[config.mk]
export PLATFORM = sky130hd
export DESIGN_NAME = ufm_read_arbiter
export DESIGN_NICKNAME = d
export VERILOG_FILES = /design/src/rtl/ufm_read_arbiter.sv
export SDC_FILE = /design/constraint.sdc
export NUM_CORES = 1
export LEC_CHECK = 0
export CAP_MARGIN = 20
export CORE_MARGIN = 5
export CORE_UTILIZATION = 47
export CTS_CLUSTER_SIZE = 16
export DETAILED_ROUTE_END_ITERATION = 10
export PLACE_DENSITY = 0.88
export SLEW_MARGIN = 20
export SYNTH_ARGS = -nofsm -noshare
export SYNTH_HDL_FRONTEND = slang
export SYNTH_SLANG_ARGS = --single-unit
[constraint.sdc]
create_clock -name CLK_10MHZ -period 2.65 [get_ports CLK_10MHZ]
set_clock_uncertainty 0.1 [all_clocks]
set_input_delay 0.53 -clock CLK_10MHZ [delete_from_list [all_inputs] [get_ports CLK_10MHZ]]
set_output_delay 0.53 -clock CLK_10MHZ [all_outputs]
set_load 0.02 [all_outputs]
[src/rtl/ufm_read_arbiter.sv]
// ufm_read_arbiter: round-robin burst read arbiter sharing one altufm parallel read port between two requesters
// Ports: CLK_10MHZ/nRST clock and async active-low reset;
//   reqN/addrN/lenN burst request, start word address, length minus 1 (N = 0,1);
//   gntN/rdataN/rvalidN/doneN/errN grant, returned word, word strobe, last-word strobe, timeout strobe;
//   ufm_addr/ufm_nread drive the altufm, ufm_data_valid/ufm_dataout come back from it.
module ufm_read_arbiter #(
  parameter int TIMEOUT_CYC = 255,
  parameter int MAX_BURST = 16,
  localparam int LW = $clog2(MAX_BURST)
) (
  input  logic          CLK_10MHZ,
  input  logic          nRST,
  input  logic          req0,
  input  logic [8:0]    addr0,
  input  logic [LW-1:0] len0,
  output logic          gnt0,
  output logic [15:0]   rdata0,
  output logic          rvalid0,
  output logic          done0,
  output logic          err0,
  input  logic          req1,
  input  logic [8:0]    addr1,
  input  logic [LW-1:0] len1,
  output logic          gnt1,
  output logic [15:0]   rdata1,
  output logic          rvalid1,
  output logic          done1,
  output logic          err1,
  output logic [8:0]    ufm_addr,
  output logic          ufm_nread,
  input  logic          ufm_data_valid,
  input  logic [15:0]   ufm_dataout
);
  typedef enum logic [2:0] {IDLE, ISSUE, WAIT_BUSY, WAIT_DATA, RELEASE} state_t;
  localparam logic [7:0] TMO_LAST = 8'(TIMEOUT_CYC - 1);
  state_t state_q, state_d;
  logic [8:0] addr_q, addr_d;
  logic [LW-1:0] cnt_q, cnt_d;
  logic [7:0] tmo_q, tmo_d;
  logic nread_q, nread_d, dv_q, cur_q, cur_d, last_q, last_d;
  logic [1:0] gnt_q, gnt_d, rvalid_q, rvalid_d, done_q, done_d, err_q, err_d;
  logic [15:0] rdata0_q, rdata0_d, rdata1_q, rdata1_d;
  logic pe, sel;
  assign pe = ufm_data_valid & ~dv_q;
  // on a tie, the port not served last wins
  assign sel = (req0 & req1) ? ~last_q : req1;
  always_comb begin
    state_d = state_q;
    addr_d = addr_q;
    cnt_d = cnt_q;
    tmo_d = tmo_q;
    nread_d = nread_q;
    cur_d = cur_q;
    last_d = last_q;
    gnt_d = gnt_q;
    rvalid_d = '0;
    done_d = '0;
    err_d = '0;
    rdata0_d = rdata0_q;
    rdata1_d = rdata1_q;
    case (state_q)
      IDLE: if (req0 | req1) begin
        cur_d = sel;
        addr_d = sel ? addr1 : addr0;
        cnt_d = sel ? len1 : len0;
        gnt_d = sel ? 2'b10 : 2'b01;
        state_d = ISSUE;
      end
      ISSUE: begin
        nread_d = 1'b0;
        tmo_d = '0;
        state_d = WAIT_BUSY;
      end
      WAIT_BUSY, WAIT_DATA: begin
        tmo_d = tmo_q + 8'd1;
        // a word arriving on the timeout cycle is still delivered
        if (state_q == WAIT_DATA && pe) begin
          nread_d = 1'b1;
          rvalid_d[cur_q] = 1'b1;
          if (cur_q) rdata1_d = ufm_dataout;
          else rdata0_d = ufm_dataout;
          if (cnt_q == '0) begin
            done_d[cur_q] = 1'b1;
            state_d = RELEASE;
          end else begin
            cnt_d = cnt_q - LW'(1);
            addr_d = addr_q + 9'd1;
            state_d = ISSUE;
          end
        end else if (tmo_q == TMO_LAST) begin
          nread_d = 1'b1;
          err_d[cur_q] = 1'b1;
          state_d = RELEASE;
        end else if (state_q == WAIT_BUSY && !ufm_data_valid) begin
          // low data_valid covers both the falling edge and already-low at entry
          state_d = WAIT_DATA;
        end
      end
      RELEASE: begin
        gnt_d = '0;
        last_d = cur_q;
        state_d = IDLE;
      end
      default: state_d = IDLE;
    endcase
  end
  always_ff @(posedge CLK_10MHZ or negedge nRST) begin
    if (!nRST) begin
      state_q <= IDLE;
      addr_q <= '0;
      cnt_q <= '0;
      tmo_q <= '0;
      nread_q <= 1'b1;
      dv_q <= 1'b0;
      cur_q <= 1'b0;
      last_q <= 1'b1;
      gnt_q <= '0;
      rvalid_q <= '0;
      done_q <= '0;
      err_q <= '0;
      rdata0_q <= '0;
      rdata1_q <= '0;
    end else begin
      state_q <= state_d;
      addr_q <= addr_d;
      cnt_q <= cnt_d;
      tmo_q <= tmo_d;
      nread_q <= nread_d;
      dv_q <= ufm_data_valid;
      cur_q <= cur_d;
      last_q <= last_d;
      gnt_q <= gnt_d;
      rvalid_q <= rvalid_d;
      done_q <= done_d;
      err_q <= err_d;
      rdata0_q <= rdata0_d;
      rdata1_q <= rdata1_d;
    end
  end
  assign ufm_addr = addr_q;
  assign ufm_nread = nread_q;
  assign {gnt1, gnt0} = gnt_q;
  assign {rvalid1, rvalid0} = rvalid_q;
  assign {done1, done0} = done_q;
  assign {err1, err0} = err_q;
  assign rdata0 = rdata0_q;
  assign rdata1 = rdata1_q;
endmodule
# [Word-level counts from Yosys, hierarchy flattened]
# Index checks and enable logic that the tools add are counted.
[op_classes] bitwise_logic=6 n_mux=34 eq_ne=10 n_addsub=3 n_lt_le_gt_ge=2 reduce_logical=17
[ops] op="9-bit two-way mux" n=4
[ops] op="2-bit two-way mux" n=10
[ops] op="9-bit case mux with 2 select lines" n=1
[ops] op="4-bit two-way mux" n=4
[ops] op="8-bit case mux with 2 select lines" n=1
[ops] op="3-bit two-way mux" n=5
[ops] op="9-bit by 1-bit adder with 9-bit output (second input constant)" n=1
[ops] op="3-bit case mux with 3 select lines" n=1
[ops] op="8-bit by 1-bit adder with 8-bit output (second input constant)" n=1
[ops] op="8-bit equality test (second input constant)" n=1
[ops] op="4-bit case mux with 2 select lines" n=1
[ops] op="2-bit AND reduction" n=4
[ops] op="3-bit by 2-bit equality test with 1-bit output (second input constant)" n=2
[ops] op="2-bit != test (second input constant)" n=3
[ops] op="3-bit AND reduction" n=2
[ops] op="2-bit nonzero test" n=3
[ops] op="4-bit logical NOT" n=1
[ops] op="1-bit two-way mux" n=4
[ops] op="4-bit != test (second input constant)" n=1
[ops] op="2-bit case mux with 2 select lines" n=1
[ops] op="4-bit AND reduction" n=1
[ops] op="4-bit by 1-bit subtractor with 4-bit output (second input constant)" n=1
[ops] op="3-bit by 1-bit equality test with 1-bit output (second input constant)" n=1
[ops] op="3-bit equality test (second input constant)" n=1
[ops] op="12 further kinds" n=17
[totals] in_bits=47 reg_bits=68 output_inout_bits=50

# [Depth between registers and ports, before layout]
# Gate-level depths: netlist of the first run.
[depth] word_depth=7 mapped_depth=7 mapped_depth_nobuf=6

# [Least setup slack after synthesis of the first run]
# Ideal clock, no wire load.
[synth_path] path_kind="register to register" start="register state_q[1]" end="register addr_q[7], in the netlist ufm_addr[7]" setup_slack_ps=647 setup_time_ps=129 required_time_ps=2421 stages_incl_launch_ff=8 arrival_ps=1775 cell_sequence="dfrtp_1 -> buf_6 -> or2_1 -> buf_6 -> o22a_4 -> or2_0 -> buf_2 -> a2111o_1"
[synth_via] elab_chain_cells=4 word_cells_on_any_way=11
[synth_rtl] element="from (decl)" line="36" text="state_t state_q, state_d;"
[synth_rtl] element="from (signal assigned)" line="124" text="state_q <= state_d;"
[synth_rtl] element="3-bit by 2-bit equality test with 1-bit output (on tied branches)" line="61, 77"
[synth_rtl] element="2-bit OR reduction or 1-bit logical AND (tied branches)" line="61, 77"
[synth_rtl] element="2-bit != test (no source line) or 2-bit nonzero test (tied branches)"
[synth_rtl] element="4-bit AND reduction (no source line)"
[synth_rtl] element="to (signal assigned)" line="125" text="addr_q <= addr_d;"
[synth_rtl] element="to (decl)" line="37" text="logic [8:0] addr_q, addr_d;"
# Several ways; a longest one is shown, not always the timed one.
# A chain may end at the register's enable or synchronous reset.

# [Worst setup path after layout of the first run]
[layout_path] start="input ufm_data_valid" end="register addr_q[7], in the netlist ufm_addr[7]"
[layout_via] elab_chain_cells=4
[layout_rtl] element="from (decl)" line="31" text="input logic ufm_data_valid,"
[layout_rtl] element="1-bit AND" line="44" text="assign pe = ufm_data_valid & ~dv_q;"
[layout_rtl] element="1-bit logical AND" line="77" text="if (state_q == WAIT_DATA && pe) begin"
[layout_rtl] element="2-bit != test (no source line)"
[layout_rtl] element="4-bit AND reduction (no source line)"
# Every way passes these cells.

==> results of run 1 <==
-- worst register-to-register path, stage by stage, from the launching register on --
cell and delay [ps]:
sky130_fd_sc_hd__dfrtp_1 450, sky130_fd_sc_hd__or2_1 350, sky130_fd_sc_hd__o22a_4 260, sky130_fd_sc_hd__or2_0 360, sky130_fd_sc_hd__a2111o_1 470
-- area by class of cell --
| class | count | share of cell area |
|---|---|---|
| Sequential cell | 68 | 0.3806 |
| Multi-Input combinational cell | 189 | 0.3163 |
| Timing Repair Buffer | 108 | 0.2364 |
| Clock buffer | 12 | 0.03465 |
| Tap cell | 80 | 0.02235 |
| Clock inverter | 4 | 0.005588 |
| Inverter | 5 | 0.004191 |
-- layout by cell type (no fill, tap or decap), types with 2 or more instances in the layout --
cell / count
sky130_fd_sc_hd__clkinvlp_4: 2
sky130_fd_sc_hd__and3_1: 7
sky130_fd_sc_hd__nand4b_1: 3
sky130_fd_sc_hd__nor4b_1: 2
sky130_fd_sc_hd__dfstp_2: 2
sky130_fd_sc_hd__nor4_1: 7
sky130_fd_sc_hd__buf_4: 11
sky130_fd_sc_hd__nor2_1: 14
sky130_fd_sc_hd__nand3_1: 9
sky130_fd_sc_hd__clkinv_2: 2
sky130_fd_sc_hd__o21ai_0: 15
sky130_fd_sc_hd__a22oi_1: 2
sky130_fd_sc_hd__mux2i_1: 11
sky130_fd_sc_hd__dfrtp_1: 66
sky130_fd_sc_hd__clkdlybuf4s50_1: 95
sky130_fd_sc_hd__nor3_1: 7
sky130_fd_sc_hd__and4_1: 2
sky130_fd_sc_hd__a2bb2oi_1: 5
sky130_fd_sc_hd__a21oi_1: 8
sky130_fd_sc_hd__a2111o_1: 2
sky130_fd_sc_hd__and2_1: 2
sky130_fd_sc_hd__nand4_1: 3
sky130_fd_sc_hd__o22a_1: 2
sky130_fd_sc_hd__ha_1: 4
sky130_fd_sc_hd__mux2_2: 42
sky130_fd_sc_hd__clkbuf_8: 11
sky130_fd_sc_hd__inv_1: 5
sky130_fd_sc_hd__nand2b_1: 2
sky130_fd_sc_hd__nand2_1: 19
-- registers in the layout (all words and copies together), names as in the netlist, 2 cells and up --
name / cells
cnt_q: 4
done_q: 2
err_q: 2
gnt_q: 2
rdata0: 16
rdata1: 16
rvalid_q: 2
state_q: 3
tmo_q: 8
ufm_addr: 9
-- how the worst min path moves through the flow --
| stage | start | to | cells past startpoint |
|---|---|---|---|
| 2_1_floorplan | nRST | cnt_q[0]$_DFFE_PN0P_ | 0 |
| 3_3_place_gp | tmo_q[6]$_DFFE_PN0P_ | tmo_q[6]$_DFFE_PN0P_ | 1 |
| 3_5_place_dp | tmo_q[6]$_DFFE_PN0P_ | tmo_q[6]$_DFFE_PN0P_ | 1 |
| 4_1_cts | nRST | gnt_q[0]$_DFFE_PN0P_ | 1 |
| 5_1_grt | nRST | cur_q$_DFFE_PN0P_ | 1 |
| 6_report | nRST | cur_q$_DFFE_PN0P_ | 1 |
-- synthesized netlist by cell type, types with 2 or more instances --
cell type                    n
sky130_fd_sc_hd__nand4_1     3
sky130_fd_sc_hd__nand4b_1    3
sky130_fd_sc_hd__and2_1      2
sky130_fd_sc_hd__nand2b_1    2
sky130_fd_sc_hd__dfrtp_1    66
sky130_fd_sc_hd__and3_1      7
sky130_fd_sc_hd__dfstp_2     2
sky130_fd_sc_hd__and4_1      2
sky130_fd_sc_hd__mux2_2     42
sky130_fd_sc_hd__nor2_1     14
sky130_fd_sc_hd__buf_6       2
sky130_fd_sc_hd__nor4_1      7
sky130_fd_sc_hd__a2111o_1    2
sky130_fd_sc_hd__nand2_1    19
sky130_fd_sc_hd__a21oi_1     8
sky130_fd_sc_hd__nor4b_1     2
sky130_fd_sc_hd__nand3_1     9
sky130_fd_sc_hd__buf_2       3
sky130_fd_sc_hd__ha_1        4
sky130_fd_sc_hd__a2bb2oi_1   5
sky130_fd_sc_hd__mux2i_1    11
sky130_fd_sc_hd__o21ai_0    15
sky130_fd_sc_hd__inv_1       5
sky130_fd_sc_hd__a22oi_1     2
sky130_fd_sc_hd__clkbuf_1   10
sky130_fd_sc_hd__o22a_1      2
sky130_fd_sc_hd__nor3_1      7
-- layer usage --
layer	up-vias	wire length, um	global-route usage
met5	-	0	0
met3	6	954	0.08936
met1	1201	3130	0.2261
met4	0	70	0.05861
met2	115	3669	0.3125
li1	1225	-	-
-- cell families (layout without fill, tap and decap cells) --
kind of cell | count (synthesis) | in the layout | share of synthesized area
flops | 68 | 68 | 0.5293
simple gates | 86 | 86 | 0.1454
mux | 53 | 53 | 0.1811
fa+ha+maj | 4 | 4 | 0.01555
buf+inv | 21 | 129 | 0.03070
compound gates | 46 | 46 | 0.09795
-- power by group through the flow --
stage	combinational (W)	sequential, W	clock (W)
3_3_place_gp	0.00238	0.00178	0
5_1_grt	0.00264	0.00188	0.000844
6_report	0.00243	0.00181	0.000769
4_1_cts	0.00245	0.00181	0.000792
2_1_floorplan	0.00102	0.00216	0
3_5_place_dp	0.00244	0.00182	0
-- per-stage QoR --
stage	worst slack (ps)	cell area [um^2]	cells	utilization
6_report	499.7	4478	466	0.6665
5_1_grt	459.2	4478	466	0.6665
4_1_cts	534.1	4478	466	0.6665
3_5_place_dp	184.7	4298	450	0.6397
3_3_place_gp	207.8	4298	450	0.6397
2_1_floorplan	646.5	3219	278	-
==> run summary, run 1 <==
======================================================================================
Outcome .................................................................    completed
DR vias/cell ............................................................        5.466
Count of flip-flops with a built-in enable after synthesis ..............            0
Final Hold Vio Count ....................................................            0
Critical path depth in cells ............................................            5
Clock slew at the register clock pins of the worst setup and hold paths .        70 ps
Ratio of cells with drive above 1 in the final layout ...................       0.1969
Kind of path behind the tightest hold check .............................     in2async
Multi-input gate area ...................................................    1416 um^2
Crit end category .......................................................     register
Placer congestion estimate ..............................................       0.8189
Initial Utilization .....................................................       0.4791
GRT Util Overall ........................................................       0.1920
Number of placed I/O pins ...............................................           97
Total standard cell area after synthesis ................................    3219 um^2
Critical Path Source Type ...............................................   input port
Vias in the first global route ..........................................         2813
Number of library cell types mapped by synthesis ........................           49
Reported max-cap violation count ........................................            0
Post-route DRC violation count ..........................................            0
Number of diodes added for antenna fixing ...............................            0
Tightest slew margin relative to the limit ..............................       0.5117
Placeable Area ..........................................................    6719 um^2
Postcts setup bufs ......................................................            0
CTS tree ................................................................        built
Final global-route overflow total .......................................            0
Post-layout net count ...................................................          432
Clk network pwr share ...................................................        0.154
Number of filler instances in the final layout ..........................          482
Critical path arrival ...................................................      2260 ps
X dimension of the die ..................................................     92.76 um
Largest area contributor in the netlist ................................. sky130_fd_sc_hd__dfrtp_1
Pin count of the biggest net entering global routing ....................           32
Gate Count Post-Synth ...................................................          278
Required time of the critical path ......................................      2760 ps
Launching instance or port of the critical path ......................... ufm_data_valid
Number of warnings reported in the yosys synthesis log ..................            0
Number of buffers added on ports ........................................           96
Row Count ...............................................................           30
Detailed-placement wirelength estimate ..................................      5714 um
Unrepaired setup endpoints after global routing .........................           no
Critical path's slowest cell ............................................ sky130_fd_sc_hd__clkdlybuf4s50_1
Endpoint of the worst-slack reg-to-reg timing path ...................... ufm_addr[7]$_DFFE_PN0P_
Top cells by area in the synthesized netlist ............................ sky130_fd_sc_hd__dfrtp_1, sky130_fd_sc_hd__mux2_2, sky130_fd_sc_hd__mux2i_1
Power density over the cells ............................................ 1118 nW/um^2
#FFs+latches synth ......................................................           68
Clock sink count ........................................................           68
Share of power burned in registers ......................................        0.361
Clock latency reported for the late side of the worst-skew pair .........       330 ps
Net Sw Frac .............................................................       0.3833
Number of antenna violations at the first check in global routing .......            0
Final worst path period need ............................................      2150 ps
Switching power summed over all nets ....................................   0.001918 W
Overall power after layout ..............................................   0.005005 W
Worst-case register-to-register setup slack .............................       550 ps
Critical path fanouts, max ..............................................            8
Worst-case vdd ir drop ..................................................  0.0006203 V
Classification of the worst setup path ..................................       in2reg
Worst Reg-to-Reg Cells ..................................................            4
Setup TNS ...............................................................         0 ps
CTS Root Buffer Type .................................................... sky130_fd_sc_hd__clkbuf_8
Number of max-slew violations in the final report .......................            0
Leakage dissipation .....................................................     1.922 nW
Peak clock frequency supported by timing ................................   0.4650 GHz
Actual transition at the worst max-transition pin .......................     732.4 ps
DRC violation total after the first TritonRoute iteration ...............          143
Post-Syn Nets ...........................................................          329
Capturing instance or port of the critical path ......................... ufm_addr[7]$_DFFE_PN0P_
Fraction of registers with async set/reset ..............................        1.000
Area delta synth->final .................................................       39.10%
Commonest register cell after synthesis ................................. sky130_fd_sc_hd__dfrtp_1
Ordered cell list for the critical path ................................. clkdlybuf4s50_1 -> nand4b_1 -> o22a_4 -> or2_0 -> a2111o_1
Internal ................................................................   0.003086 W
Worst R2R Start ......................................................... state_q[0]$_DFFE_PN0P_
Count of vias placed by the detailed router .............................         2547
Max stage delay on crit path ............................................       540 ps
Sum of routed wire length over all layers ...............................      7826 um
Drt pass-1 iters ........................................................            4
First-pass GRT wire length ..............................................     13210 um
CP delay by family, top ................................................. compound AO/OA/AOI/OAI gates
WP buf/inv ..............................................................            1
Area taken by flip-flops and latches ....................................    1704 um^2
Post-DRT Antenna Nets ...................................................            0
Average wire per standard cell ..........................................     16.79 um
Share of the clock period used by the worst path after layout ...........       0.8114
Count of H-tree levels built during CTS .................................            3
Number of setup violations in the final report ..........................            0
Register area share after synthesis .....................................       0.5293
Number of instances resized during post-cts repair ......................            0
Number of buffers inserted during clock tree synthesis ..................            9
Die footprint ...........................................................    8604 um^2
Post-Syn Area per Cell ..................................................   11.58 um^2
Share of total power in combinational logic .............................        0.485
Hold Buf Count CTS ......................................................            0
Largest buffer count on any clock path ..................................            2
Portion of synthesized cell area occupied by the leading cell type ......       0.5130
Die span in y ...........................................................     92.76 um
Post-Route Hold Slack ...................................................     152.5 ps
======================================================================================
(Power assumes the default switching activity.)
==> inputs of run 2 (changes only) <==
clock period = 2.1 ns   (was 2.65 ns; I/O delays follow)
==> run summary, run 2 (same netlist as run 1, synthesis figures left out) <==
======================================================================================
Worst-case register-to-register setup slack .............................       110 ps   was 550 ps
Number of buffers added on ports ........................................           96   unchanged
Actual transition at the worst max-transition pin .......................     428.3 ps   was 732.4 ps
Number of antenna violations at the first check in global routing .......            0   unchanged
Area delta synth->final .................................................       43.57%   was 39.10%
Die span in y ...........................................................     92.76 um   unchanged
Number of max-slew violations in the final report .......................            0   unchanged
Worst-case vdd ir drop ..................................................  0.0009227 V   was 0.0006203 V
Initial Utilization .....................................................       0.4791   unchanged
Placer congestion estimate ..............................................       0.8149   was 0.8189
Row Count ...............................................................           30   unchanged
Required time of the critical path ......................................      1580 ps   was 2760 ps
Largest buffer count on any clock path ..................................            2   unchanged
Clock slew at the register clock pins of the worst setup and hold paths .        80 ps   was 70 ps
Clock latency reported for the late side of the worst-skew pair .........       340 ps   was 330 ps
Net Sw Frac .............................................................       0.3781   was 0.3833
Hold depth ..............................................................            1
Ordered cell list for the critical path ................................. clkdlybuf4s50_1   was clkdlybuf4s50_1 -> nand4b_1 -> o22a_4 -> or2_0 -> a2111o_1
Sum of routed wire length over all layers ...............................      8162 um   was 7826 um
CTS tree ................................................................        built   unchanged
Leakage dissipation .....................................................     2.004 nW   was 1.922 nW
Share of total power in combinational logic .............................        0.484   was 0.485
Drt pass-1 iters ........................................................            4   unchanged
WHS Endpoint ............................................................ tmo_q[7]$_DFFE_PN0P_
Pin count of the biggest net entering global routing ....................           23   was 32
Critical Path Source Type ...............................................     register   was input port
Classification of the worst setup path ..................................      reg2out   was in2reg
Count of H-tree levels built during CTS .................................            3   unchanged
Post-Route Hold Slack ...................................................     387.0 ps   was 152.5 ps
Count of vias placed by the detailed router .............................         2658   was 2547
Number of filler instances in the final layout ..........................          494   was 482
Final core utilization ..................................................       0.6879   was 0.6665
X dimension of the die ..................................................     92.76 um   unchanged
Share of the clock period used by the worst path after layout ...........       0.9522
Setup WS pre-CTS ........................................................    -207.1 ps   was 184.7 ps
Tightest slew margin relative to the limit ..............................       0.7145   was 0.5117
Hold path startpoint .................................................... tmo_q[7]$_DFFE_PN0P_
PnR worst setup slack ...................................................     100.4 ps   was 499.7 ps
Average wire per standard cell ..........................................     17.04 um   was 16.79 um
Vias in the first global route ..........................................         2896   was 2813
Number of setup violations in the final report ..........................            0   unchanged
Ratio of cells with drive above 1 in the final layout ...................       0.2231   was 0.1969
Final global-route overflow total .......................................            0   unchanged
WP buf/inv ..............................................................            1   unchanged
Detailed-placement wirelength estimate ..................................      5989 um   was 5714 um
Number of buffers inserted during clock tree synthesis ..................            9   unchanged
Unrepaired setup endpoints after global routing .........................           no   unchanged
Peak clock frequency supported by timing ................................   0.5001 GHz
Commonest non-fill, non-tap cells in the layout ......................... sky130_fd_sc_hd__clkdlybuf4s50_1, sky130_fd_sc_hd__dfrtp_1, sky130_fd_sc_hd__mux2_2   unchanged
Clk network pwr share ...................................................        0.170   was 0.154
Share of power burned in registers ......................................        0.346   was 0.361
CTS Root Buffer Type .................................................... sky130_fd_sc_hd__clkbuf_8   unchanged
Postcts setup bufs ......................................................            0   unchanged
Post-layout net count ...................................................          445   was 432
First-pass GRT wire length ..............................................     13710 um   was 13210 um
Crit end category ....................................................... primary output   was register
CP delay by family, top ................................................. buffers and inverters   was compound AO/OA/AOI/OAI gates
Number of diodes added for antenna fixing ...............................            0   unchanged
Max stage delay on crit path ............................................       610 ps   was 540 ps
Die footprint ...........................................................    8604 um^2   unchanged
Outcome .................................................................    completed   unchanged
Post-route DRC violation count ..........................................            0   unchanged
Final worst path period need ............................................      2000 ps
Switching power summed over all nets ....................................   0.002492 W   was 0.001918 W
Critical path's slowest cell ............................................ sky130_fd_sc_hd__clkdlybuf4s50_1   unchanged
Placeable Area ..........................................................    6719 um^2   unchanged
Number of placed I/O pins ...............................................           97   unchanged
Power density over the cells ............................................ 1426 nW/um^2   was 1118 nW/um^2
Final Hold Vio Count ....................................................            0   unchanged
Critical path fanouts, max ..............................................            2   was 8
Clock sink count ........................................................           68   unchanged
Internal ................................................................   0.004098 W   was 0.003086 W
Worst Reg-to-Reg Cells ..................................................            7   was 4
GRT Util Overall ........................................................       0.2007   was 0.1920
Most common cell after layout, fill and taps aside ...................... sky130_fd_sc_hd__clkdlybuf4s50_1   unchanged
DR vias/cell ............................................................        5.549   was 5.466
Worst R2R Start ......................................................... cnt_q[1]$_DFFE_PN0P_   was state_q[0]$_DFFE_PN0P_
Kind of path behind the tightest hold check .............................      reg2reg   was in2async
Post-DRT Antenna Nets ...................................................            0   unchanged
Endpoint of the worst-slack reg-to-reg timing path ...................... ufm_addr[7]$_DFFE_PN0P_   unchanged
Reported max-cap violation count ........................................            0   unchanged
Hold Buf Count CTS ......................................................            1   was 0
Critical path arrival ...................................................      1480 ps   was 2260 ps
Number of instances resized during post-cts repair ......................            0   unchanged
DRC violation total after the first TritonRoute iteration ...............           92   was 143
======================================================================================
## run 2: per-layer routing
metal  vias up  part of all wire  global-route usage
met5         -                 0                   0
met4         0             0.022             0.08181
met3        16              0.11             0.09017
met2       108              0.47              0.3323
met1      1283              0.40              0.2244
li1       1251                 -                   -
## run 2: cell type report
cell class              instances  area (um^2)  area share
clock buffers                  11        151.4     0.03276
clock inverters                 5        60.06     0.01299
inverters                       5        18.77    0.004061
multi-input cells             189         1416      0.3064
flip-flops and latches         68         1704      0.3687
well taps                      80        100.1     0.02166
repair buffers                121         1171      0.2534
## run 2: worst max-delay path by stage
| stage | endpoint | from | slack (ps) | cells after the start |
|---|---|---|---|---|
| 2_1_floorplan | ufm_addr[7]$_DFFE_PN0P_ | state_q[1]$_DFFE_PN0P_ | 100 | 7 |
| 3_3_place_gp | cnt_q[0]$_DFFE_PN0P_ | ufm_data_valid | -170 | 6 |
| 3_5_place_dp | cnt_q[0]$_DFFE_PN0P_ | ufm_data_valid | -210 | 6 |
| 4_1_cts | ufm_nread | ufm_nread$_DFFE_PN1P_ | 70 | 1 |
| 5_1_grt | ufm_addr[7]$_DFFE_PN0P_ | cnt_q[1]$_DFFE_PN0P_ | 10 | 7 |
| 6_report | ufm_nread | ufm_nread$_DFFE_PN1P_ | 100 | 1 |
## run 2: per-stage QoR
stage / instances / TNS (ps) / power [W] / cell area [um^2]
floorplan: 278 / 0 / 0.004019 / 3219
global placement: 462 / -1171 / 0.005340 / 4400
detailed placement: 462 / -2216 / 0.005484 / 4400
CTS: 479 / 0 / 0.006647 / 4622
global route: 479 / 0 / 0.007026 / 4622
finish: 479 / 0 / 0.006590 / 4622
## run 2: power groups by stage
stage | Combinational (W) | Sequential (W) | Clock [W]
finish | 0.00319 | 0.00228 | 0.00112
global placement | 0.00309 | 0.00225 | 0
global route | 0.00345 | 0.00237 | 0.00121
floorplan | 0.00129 | 0.00273 | 0
detailed placement | 0.00319 | 0.00230 | 0
CTS | 0.00322 | 0.00228 | 0.00115
==> inputs of run 3 (changes only) <==
CORE_UTILIZATION = 51   (was 47)
PLACE_DENSITY = 0.94   (was 0.88)
SLEW_MARGIN = 5   (was 20)
clock period = 2.3 ns   (was 2.1 ns; I/O delays follow)
==> run summary, run 3 (same netlist as run 1, synthesis figures left out) <==
======================================================================================
Number of buffers added on ports ........................................           96   unchanged
CTS tree ................................................................        built   unchanged
Required time of the critical path ......................................      2420 ps   was 1580 ps
Average wire per standard cell ..........................................     17.54 um   was 17.04 um
DRC violation total after the first TritonRoute iteration ...............          116   was 92
Die span in y ...........................................................     89.45 um   was 92.76 um
GRT Util Overall ........................................................       0.2211   was 0.2007
X dimension of the die ..................................................     89.45 um   was 92.76 um
CTS Root Buffer Type .................................................... sky130_fd_sc_hd__clkbuf_8   unchanged
Drt pass-1 iters ........................................................            4   unchanged
Detailed-placement wirelength estimate ..................................      5886 um   was 5989 um
Initial Utilization .....................................................       0.5158   was 0.4791
Crit end category .......................................................     register   was primary output
Sum of routed wire length over all layers ...............................      8226 um   was 8162 um
Area delta synth->final .................................................       41.59%   was 43.57%
Number of setup violations in the final report ..........................            0   unchanged
Row Count ...............................................................           29   was 30
Reported max-cap violation count ........................................            0   unchanged
Placer congestion estimate ..............................................       0.8297   was 0.8149
Final global-route overflow total .......................................            0   unchanged
Actual transition at the worst max-transition pin .......................     427.3 ps   was 428.3 ps
Clock slew at the register clock pins of the worst setup and hold paths .        70 ps   was 80 ps
Final worst path period need ............................................      2088 ps
Post-DRT Antenna Nets ...................................................            0   unchanged
First-pass GRT wire length ..............................................     13390 um   was 13710 um
Kind of path behind the tightest hold check .............................      reg2reg   unchanged
Leakage dissipation .....................................................     1.968 nW   was 2.004 nW
Number of max-slew violations in the final report .......................            0   unchanged
Share of the clock period used by the worst path after layout ...........       0.9078
Post-Route Hold Slack ...................................................     389.0 ps   was 387.0 ps
Hold Buf Count CTS ......................................................            1   unchanged
Classification of the worst setup path ..................................      reg2reg   was reg2out
Number of diodes added for antenna fixing ...............................            0   unchanged
Clock sink count ........................................................           68   unchanged
Die footprint ...........................................................    8001 um^2   was 8604 um^2
Commonest non-fill, non-tap cells in the layout ......................... sky130_fd_sc_hd__clkdlybuf4s50_1, sky130_fd_sc_hd__dfrtp_1, sky130_fd_sc_hd__mux2_2   unchanged
Number of buffers inserted during clock tree synthesis ..................            9   unchanged
Vias in the first global route ..........................................         2863   was 2896
Hold depth ..............................................................            1   unchanged
Count of H-tree levels built during CTS .................................            3   unchanged
Most common cell after layout, fill and taps aside ...................... sky130_fd_sc_hd__clkdlybuf4s50_1   unchanged
Number of antenna violations at the first check in global routing .......            0   unchanged
Tightest slew margin relative to the limit ..............................       0.7151   was 0.7145
Number of placed I/O pins ...............................................           97   unchanged
Number of filler instances in the final layout ..........................          422   was 494
Placeable Area ..........................................................    6241 um^2   was 6719 um^2
Post-layout net count ...................................................          439   was 445
Count of vias placed by the detailed router .............................         2680   was 2658
Number of instances resized during post-cts repair ......................            0   unchanged
Ratio of cells with drive above 1 in the final layout ...................       0.2015   was 0.2231
Pin count of the biggest net entering global routing ....................           38   was 23
Critical path fanouts, max ..............................................           16   was 2
Worst Reg-to-Reg Cells ..................................................            7   unchanged
Share of total power in combinational logic .............................        0.486   was 0.484
Net Sw Frac .............................................................       0.3801   was 0.3781
Share of power burned in registers ......................................        0.353   was 0.346
Final Hold Vio Count ....................................................            0   unchanged
Internal ................................................................   0.003676 W   was 0.004098 W
Clock latency reported for the late side of the worst-skew pair .........       340 ps   about the same
Overall power after layout ..............................................   0.005930 W   was 0.006590 W
DR vias/cell ............................................................        5.714   was 5.549
Switching power summed over all nets ....................................   0.002254 W   was 0.002492 W
Largest buffer count on any clock path ..................................            2   unchanged
Critical Path Source Type ...............................................     register   unchanged
Outcome .................................................................    completed   unchanged
Post-route DRC violation count ..........................................            0   unchanged
Postcts setup bufs ......................................................            0   unchanged
Unrepaired setup endpoints after global routing .........................           no   unchanged
Peak clock frequency supported by timing ................................   0.4789 GHz
Worst-case vdd ir drop ..................................................  0.0009838 V   was 0.0009227 V
Critical path arrival ...................................................      2210 ps   was 1480 ps
Power density over the cells ............................................ 1301 nW/um^2   was 1426 nW/um^2
Clk network pwr share ...................................................        0.161   was 0.170
======================================================================================
## run 3: cell types whose count changed in the layout (fill, tap and decap cells not counted)
cell,change
sky130_fd_sc_hd__clkinv_4,-2
sky130_fd_sc_hd__clkbuf_8,-1
sky130_fd_sc_hd__buf_12,+1
sky130_fd_sc_hd__clkinvlp_4,-1
sky130_fd_sc_hd__buf_4,-7
sky130_fd_sc_hd__clkbuf_1,+3
## run 3: final cells by class
cell class	instances	area (um^2)	area share
Clock inverter	2	35.03	0.007686
Sequential cell	68	1704	0.3739
Tap cell	77	96.34	0.02114
Timing Repair Buffer	115	1139	0.2498
Multi-Input combinational cell	189	1416	0.3107
Clock buffer	13	148.9	0.03267
Inverter	5	18.77	0.004117
## run 3: path summary, 6_finish.rpt
path,start,to,slack [ps]
min in group asynchronous,nRST,cur_q$_DFFE_PN0P_,480
max in group asynchronous,nRST,ufm_nread$_DFFE_PN1P_,1040
worst max register to register,cnt_q[0]$_DFFE_PN0P_,ufm_addr[7]$_DFFE_PN0P_,210
worst max-delay path,cnt_q[0]$_DFFE_PN0P_,ufm_addr[7]$_DFFE_PN0P_,210
worst min-delay path,tmo_q[6]$_DFFE_PN0P_,tmo_q[6]$_DFFE_PN0P_,390
worst min register to register,tmo_q[6]$_DFFE_PN0P_,tmo_q[6]$_DFFE_PN0P_,390
## run 3: power by group through the flow
stage          clock network (W)  logic [W]  registers (W)
2_1_floorplan                  0    0.00118        0.00249
3_3_place_gp                   0    0.00278        0.00205
3_5_place_dp                   0    0.00287        0.00210
4_1_cts                 0.000964    0.00290        0.00209
5_1_grt                  0.00104    0.00311        0.00216
6_report                0.000956    0.00288        0.00209
## run 3: routing by layer
metal / track usage / up-vias / part of all wire
met5: 0 / - / 0
met4: 0.07984 / 0 / 0.013
met3: 0.09585 / 10 / 0.11
met2: 0.3657 / 110 / 0.48
met1: 0.2558 / 1318 / 0.40
li1: - / 1242 / -
## run 3: per-stage QoR
stage / instance area (um^2) / setup TNS (ps) / instances / setup WS, ps / util
final: 4558 / 0 / 469 / 212.1 / 0.7304
after global routing: 4558 / 0 / 469 / 68.94 / 0.7304
after CTS: 4558 / 0 / 469 / 206.1 / 0.7304
after detailed placement: 4364 / -47.41 / 453 / -32.10 / 0.6993
after global placement: 4364 / 0 / 453 / 11.96 / 0.6993
after floorplan: 3219 / 0 / 278 / 296.5 / -
## run 3: worst max-delay path, cell delays in order (launching register included)
cell and delay (ps):
sky130_fd_sc_hd__dfrtp_1 410, sky130_fd_sc_hd__inv_1 70, sky130_fd_sc_hd__ha_1 200, sky130_fd_sc_hd__nor3b_1 320, sky130_fd_sc_hd__o22a_4 190, sky130_fd_sc_hd__buf_4 200
sky130_fd_sc_hd__nor4_1 80, sky130_fd_sc_hd__a2111o_1 390
